==> config.mk <==
export PLATFORM = sky130hd
export DESIGN_NAME = spi_slave
export DESIGN_NICKNAME = d
export VERILOG_FILES = /design/src/rtl/spi_slave.sv
export SDC_FILE = /design/constraint.sdc
export NUM_CORES = 1
export LEC_CHECK = 0
export ABC_AREA = 1
export BUFFER_PORTS_ARGS = -buffer_cell sky130_fd_sc_hd__buf_2
export CORE_ASPECT_RATIO = 1.75
export CORE_MARGIN = 5
export CORE_UTILIZATION = 25
export CTS_CLUSTER_DIAMETER = 50
export DETAILED_ROUTE_END_ITERATION = 16
export PLACE_DENSITY = 0.45
export SLEW_MARGIN = 40
export SYNTH_ARGS = -nofsm -noshare
export SYNTH_HDL_FRONTEND = slang
export SYNTH_SLANG_ARGS = --single-unit
==> constraint.sdc <==
create_clock -name pclk_i -period 3.45 [get_ports pclk_i]
set_input_delay 0.69 -clock pclk_i [delete_from_list [all_inputs] [get_ports pclk_i]]
set_output_delay 0.69 -clock pclk_i [all_outputs]
set_load 0.005 [all_outputs]
==> src/rtl/spi_slave.sv <==
// SPI mode-0 responder with a small register file written (and optionally read back) over two-byte frames.
// Optional read-back path enabled by defining SPI_SLV_READBACK_EN.
module spi_slave #(
  parameter int NUM_BITS = 8,
  parameter int DEPTH    = 8
) (
  input  logic                     pclk_i,
  input  logic                     prst_n_i,
  input  logic                     sclk_i,
  input  logic                     cs_n_i,
  input  logic                     mosi_i,
  output logic                     miso_o,
  output logic                     miso_oe_o,
  output logic                     wr_valid_o,
  output logic [NUM_BITS-2:0]      wr_addr_o,
  output logic [NUM_BITS-1:0]      wr_data_o,
  output logic                     frame_err_o,
  input  logic [$clog2(DEPTH)-1:0] rd_addr_i,
  output logic [NUM_BITS-1:0]      rd_data_o
);

  localparam int AW = $clog2(DEPTH);
  localparam int CW = $clog2(NUM_BITS) + 1;
  localparam logic [CW-1:0] LAST_BIT = CW'(NUM_BITS - 1);

  typedef enum logic [1:0] {IDLE, ADDR, DATA, DONE} state_t;

  state_t state, state_nxt;

  logic sclk_s1, sclk_s2, sclk_s3;
  logic cs_s1, cs_s2, cs_s3;
  logic mosi_s1, mosi_s2;
  logic sclk_rise, sclk_fall, cs_fall;

  logic [CW-1:0]       bit_cnt;
  logic [NUM_BITS-1:0] rx_shift;
  logic [NUM_BITS-1:0] rx_next;
  logic [NUM_BITS-2:0] addr_q;
  logic [NUM_BITS-1:0] regs [DEPTH];

  logic bit_clr, bit_inc, latch_addr, commit, err;
  logic is_write;

  always_ff @(posedge pclk_i or negedge prst_n_i) begin
    if (!prst_n_i) begin
      sclk_s1 <= 1'b0;
      sclk_s2 <= 1'b0;
      sclk_s3 <= 1'b0;
      cs_s1   <= 1'b0;
      cs_s2   <= 1'b0;
      cs_s3   <= 1'b0;
      mosi_s1 <= 1'b0;
      mosi_s2 <= 1'b0;
    end else begin
      sclk_s1 <= sclk_i;
      sclk_s2 <= sclk_s1;
      sclk_s3 <= sclk_s2;
      cs_s1   <= cs_n_i;
      cs_s2   <= cs_s1;
      cs_s3   <= cs_s2;
      mosi_s1 <= mosi_i;
      mosi_s2 <= mosi_s1;
    end
  end

  // mosi passes through the same two stages as sclk, so mosi_s2 is aligned with the detected edge
  assign sclk_rise = sclk_s2 & ~sclk_s3;
  assign sclk_fall = ~sclk_s2 & sclk_s3;
  assign cs_fall   = ~cs_s2 & cs_s3;
  assign rx_next   = {rx_shift[NUM_BITS-2:0], mosi_s2};

  always_ff @(posedge pclk_i or negedge prst_n_i) begin
    if (!prst_n_i) state <= IDLE;
    else           state <= state_nxt;
  end

  always_comb begin
    state_nxt  = state;
    bit_clr    = 1'b0;
    bit_inc    = 1'b0;
    latch_addr = 1'b0;
    commit     = 1'b0;
    err        = 1'b0;
    unique case (state)
      IDLE: begin
        if (cs_fall) begin
          state_nxt = ADDR;
          bit_clr   = 1'b1;
        end
      end
      ADDR: begin
        if (cs_s2) begin
          state_nxt = IDLE;
          err       = (bit_cnt != '0);
        end else if (sclk_rise) begin
          if (bit_cnt == LAST_BIT) begin
            state_nxt  = DATA;
            latch_addr = 1'b1;
            bit_clr    = 1'b1;
          end else begin
            bit_inc = 1'b1;
          end
        end
      end
      DATA: begin
        if (cs_s2) begin
          state_nxt = IDLE;
          err       = 1'b1;
        end else if (sclk_rise) begin
          if (bit_cnt == LAST_BIT) begin
            state_nxt = DONE;
            commit    = 1'b1;
          end else begin
            bit_inc = 1'b1;
          end
        end
      end
      DONE: begin
        if (cs_s2) state_nxt = IDLE;
      end
      default: state_nxt = IDLE;
    endcase
  end

  always_ff @(posedge pclk_i or negedge prst_n_i) begin
    if (!prst_n_i) begin
      bit_cnt     <= '0;
      rx_shift    <= '0;
      addr_q      <= '0;
      wr_valid_o  <= 1'b0;
      wr_addr_o   <= '0;
      wr_data_o   <= '0;
      frame_err_o <= 1'b0;
      for (int unsigned i = 0; i < DEPTH; i++) regs[i] <= '0;
    end else begin
      if (bit_clr)      bit_cnt <= '0;
      else if (bit_inc) bit_cnt <= bit_cnt + 1'b1;

      if (cs_fall && state == IDLE)
        rx_shift <= '0;
      else if (sclk_rise && (state == ADDR || state == DATA))
        rx_shift <= rx_next;

      if (latch_addr) addr_q <= rx_next[NUM_BITS-2:0];

      wr_valid_o  <= commit & is_write;
      frame_err_o <= err;
      if (commit && is_write) begin
        regs[addr_q[AW-1:0]] <= rx_next;
        wr_addr_o            <= addr_q;
        wr_data_o            <= rx_next;
      end
    end
  end

  assign rd_data_o = regs[rd_addr_i];

`ifdef SPI_SLV_READBACK_EN
  logic                rd_act;
  logic [NUM_BITS-1:0] tx_shift;

  assign is_write = ~rd_act;

  always_ff @(posedge pclk_i or negedge prst_n_i) begin
    if (!prst_n_i) begin
      rd_act    <= 1'b0;
      tx_shift  <= '0;
      miso_o    <= 1'b0;
      miso_oe_o <= 1'b0;
    end else begin
      miso_oe_o <= ~cs_s2;
      if (latch_addr) begin
        rd_act   <= rx_next[NUM_BITS-1];
        tx_shift <= regs[rx_next[AW-1:0]];
      end else if (state != DATA) begin
        rd_act <= 1'b0;
      end
      if (state == DATA && rd_act && sclk_fall) begin
        miso_o   <= tx_shift[NUM_BITS-1];
        tx_shift <= {tx_shift[NUM_BITS-2:0], 1'b0};
      end else if (state != DATA || !rd_act) begin
        miso_o <= 1'b0;
      end
    end
  end
`else
  assign is_write  = 1'b1;
  assign miso_o    = 1'b0;
  assign miso_oe_o = 1'b0;
`endif

endmodule

After elaboration in Yosys (flattened, before gate mapping) --
Index checks and enable logic that the tools add are counted.
Storage, ports and cells: register bits 109, input bits 8
Operators by class: mux-type cells 33, bitwise gates (word level) 6, equality and inequality tests 10, add/subtract/negate cells 1, order comparisons 3, reduce and logical (&&, ||, !) cells 10
Operators by type and width (number):
- bitwise mux 64 bit | 1
- binary-select mux 8 bit (select 3 bit) | 1
- demux 8 bit (select 3 bit) | 1
- two-way mux 8 bit | 3
- two-way mux 2 bit | 8
- two-way mux 7 bit | 2
- two-way mux 1 bit | 12
- inequality test 3 bit (second input constant) | 4
- >= comparator 4 bit (second input constant) | 2
- two-way mux 4 bit | 2
- NOT 3 -> 4 bit | 2
- case mux 2 bit (4 select lines) | 1
- AND reduction 6 bit | 1
- adder 4 x 1 -> 4 bit (second input constant) | 1
- == test 2 bit (second input constant) | 2
- == test 4 x 3 -> 1 bit (second input constant) | 1
- < comparator 4 x 1 -> 1 bit (second input constant) | 1
- inequality test 2 bit (second input constant) | 2
- case mux 1 bit (2 select lines) | 2
- nonzero test 2 bit | 2
- nonzero test 4 bit | 1
- logical AND 1 bit | 3
- bitwise AND 1 bit | 2
- == test 2 x 1 -> 1 bit (second input constant) | 1
- other kinds (4) | 5

Depth between registers and ports, before layout --
depth after elaboration 7, gate-level depth with buffers 10, gate-level depth less buffers 9

Worst setup path before layout --
OpenSTA, ideal clock, no wires.
path type input-to-output, start in rd_addr_i[0], end out rd_data_o[6], cell stages on the path 6, setup slack 1.387 ns, path buffers 1, data arrival time 1.373 ns, path through inv_1 > clkbuf_1 > nor2_1 > o21ai_0 > nand2_1 > nand2_1
Between the ends: longest elaborated chain between the ends 4
RTL lines:
- start: declaration | RTL line 18 | input logic [$clog2(DEPTH)-1:0] rd_addr_i,
- NOT 3 -> 4 bit (implied by the code) | RTL line 156 | assign rd_data_o = regs[rd_addr_i];
- binary-select mux 8 bit (select 3 bit) | RTL line 156
- two-way mux 8 bit (implied by the code) (2 in a row) | RTL line 156
- end: declaration | RTL line 19 | output logic [NUM_BITS-1:0] rd_data_o
No other way between the ends. The select of a mux whose other input is x is not followed.

Final worst setup path --
start in rd_addr_i[1], end out rd_data_o[7]
Same word-level chain as after synthesis.

==> results.md <==
- Status: complete, no violations
- Final nets: just under 600
- Number of global-route vias before repair: 3706
- Top cell type's share of synthesized area: between 50% and 60%
- Yosys Warn Count: 0
- Clock slew at reported path FFs: 0.07 ns
- Area growth from synthesis to layout: 12.0%
- Root Driver: clkbuf_16
- Simple-Gate Fraction of Synth Area: 19.6%
- CTS Hold Bufs: 0
- Minimum clock period: about 2.5 ns
- Mux contribution to synthesized area: 0%
- CP delay by family, top: buffers and inverters
- Die area: about 23000 µm²
- Async SR Flop Fraction: 100%
- Cells after synthesis: 557
- Sequential share of the synthesized area: 55.6%
- Num CTS Buffers: 9
- Top FF cell, synth: dfrtp_1
- Initial DRC count: roughly 160
- Max stage delay cell, worst path: buf_2
- Post-synth top area cell: dfrtp_1
- Antenna-violating nets left: 0
- CP Launch Type: input pin
- Chip width: 116 µm
- CP max FO: 32
- DP Area: 5190 µm²
- Compound-Gate Fraction of Synth Area: 16.2%
- Final WL: approximately 12 mm
- RSZ-0062 raised after global routing: no
- Top-count cell post-synth: nand2_1
- Post_cts resized: 0
- Critical Path Start: rd_addr_i[1]
- Wire per inst: roughly 15 µm
- IO Pins: 35
- Slew @ Worst Pin: 0.587 ns
- Crit path required time: approximately 2.8 ns
- Synth area leaders: dfrtp_1 56%, nand2_1 11%, o21ai_0 9.4%, nor2_1 5.1%, o21ai_2 3.9%
- CTS sink cnt: around 110
- First-pass GRT wire length: about 20 mm
- DR vias/cell: 4.44
- Hold Path Class: in2async
- Leak: approximately 2.6 nW
- Relative slew slack: 60.8%
- CP peak stage delay: between 0.4 and 0.5 ns
- Setup violators final: 0
- Worst VDD drop: 0.193 mV
- Remaining DRCs: 0
- Synth Register Bits: 109
- Overflow after GRT: 0
- Placed cell count: 802
- Largest family of logic cells by synthesized area: simple AND/OR/NAND/NOR gates
- Top post-synthesis cells by count: 148 x nand2_1, 109 x dfrtp_1, 92 x o21ai_0
- Detailed-route via count: 3628
- Post-CTS setup buffer count: 0
- Syn avg cell area: 8.80 µm²
- Die height: 195 µm
- Non-filler cells, final: 818
- Initial antenna violation count: 0
- Adder-Cell Fraction of Synth Area: about 1.8%
- GRT Overall Usage: 11.2%
- Share of cells above drive strength 1: between 10% and 20%
- Layout Skew: 0.00951 ns
- FMAX: 404 MHz
- CTS tree: built
- Setup TNS: 0 ns
- Power density cells: between 500 and 600 nW/µm²
- Site Rows: 67
- Arrival @ worst endpoint: 1.79 ns
- Worst skew pair latency: around 0.35 ns
- Largest net degree at the start of global routing: 70
- First drt pass iteration count: 4
- Bufs on Longest Clock Path: 2
- Final Hold Vio Count: 0
- Final Cell Area: around 5500 µm²
- Synth cell types: 24
- Buffers added on ports: 32
- Gpl congestion: 0.765
- Placeable Area: 19200 µm²
- Worst R2R Start: bit_cnt[0]
- Hpwl dp: around 8.3 mm
- Number of flops mapped to enable cells by yosys: 0
- Diodes inserted: 0
- Setup Crit Path Kind: in2out
- Cell Area, Synth: 4900 µm²
- H-Tree Depth: 3
- Count of pins over their slew limit: 0
- WP buf/inv: 2
- Max cap viols: 0
- Part of the cycle the worst path needs: 71.8%
- Endpoint class of the critical path: output pin
- Crit-path cells: buf_2, o21ai_0, o21ai_0, nand2_1, nand2_1, buf_2
- Xor and xnor area share after synthesis: less than 1%
- Initial Util: 25.5%
-- report_power, final --
part	switching [W]	leakage [nW]	internal [W]	total, W
clock network	0.000475	0.146	0.000585	0.00106
logic	0.000343	0.985	0.000108	0.000451
registers	0.0000398	1.50	0.00134	0.00138
-- path summary, 6_finish.rpt --
check,end,slack (ns),cells after the start
worst max-delay path,rd_data_o[7],0.97,6
worst min-delay path,bit_cnt[0],0.32,1
min in group pclk_i,sclk_s2,0.35,0
max in group asynchronous,regs[60],2.37,2
worst max register to register,regs[42],1.11,7
worst min register to register,sclk_s2,0.35,0
-- logic make-up (layout without fill, tap and decap cells) --
kind of cell	count (synthesis)	count (layout)
simple gates	238	238
compound gates	142	142
flops	109	109
buf+inv	59	78
fa+ha+maj	7	7
other cells	1	2
xor+xnor	1	1
-- per-layer routing --
layer	up-vias	track usage [%]	share of wire (%)
li1	1830	-	-
met1	1743	13.2	41
met2	46	20.4	54
met3	9	1.73	2.8
met4	0	3.61	1.5
met5	-	0	0
-- state kept, by name, summed over array words and instances (netlist names), 2 cells and up --
signal / cells
addr_q: 7
bit_cnt: 4
regs: 64
rx_shift: 7
state: 2
wr_addr_o: 7
wr_data_o: 8
-- layout by cell type, fill, tap and decap left out, types with 2 or more instances in the layout --
master and n:
inv_1 26, nand3_1 15, o21ai_0 92, buf_4 3, nand4_1 3, o21ai_1 24
nand2_1 148, ha_1 7, clkbuf_16 9, buf_2 31, conb_1 2, dfrtp_1 109
a21oi_1 3, clkinv_4 2, nand2_4 4, nor2_1 66, o21ai_2 22
-- metrics by stage --
step                hold WS, ns  worst slack [ns]  util, %  total power [W]
global route              0.363             0.754     28.6          0.00305
global placement          0.333             0.934     27.0          0.00186
floorplan                 0.331              1.39        -          0.00169
CTS                       0.348             0.930     28.6          0.00295
detailed placement        0.336             0.931     27.0          0.00187
finish                    0.324             0.974     28.6          0.00289
-- layout make-up --
type | count | area (µm²)
fill | 2052 | 13700
sequential | 109 | 2730
multi-input combinational | 390 | 1860
tap | 241 | 302
clock buffer | 11 | 243
timing repair buffer | 35 | 198
inverter | 27 | 101
clock inverter | 5 | 60.1
Power figures use the tool's default switching activity.
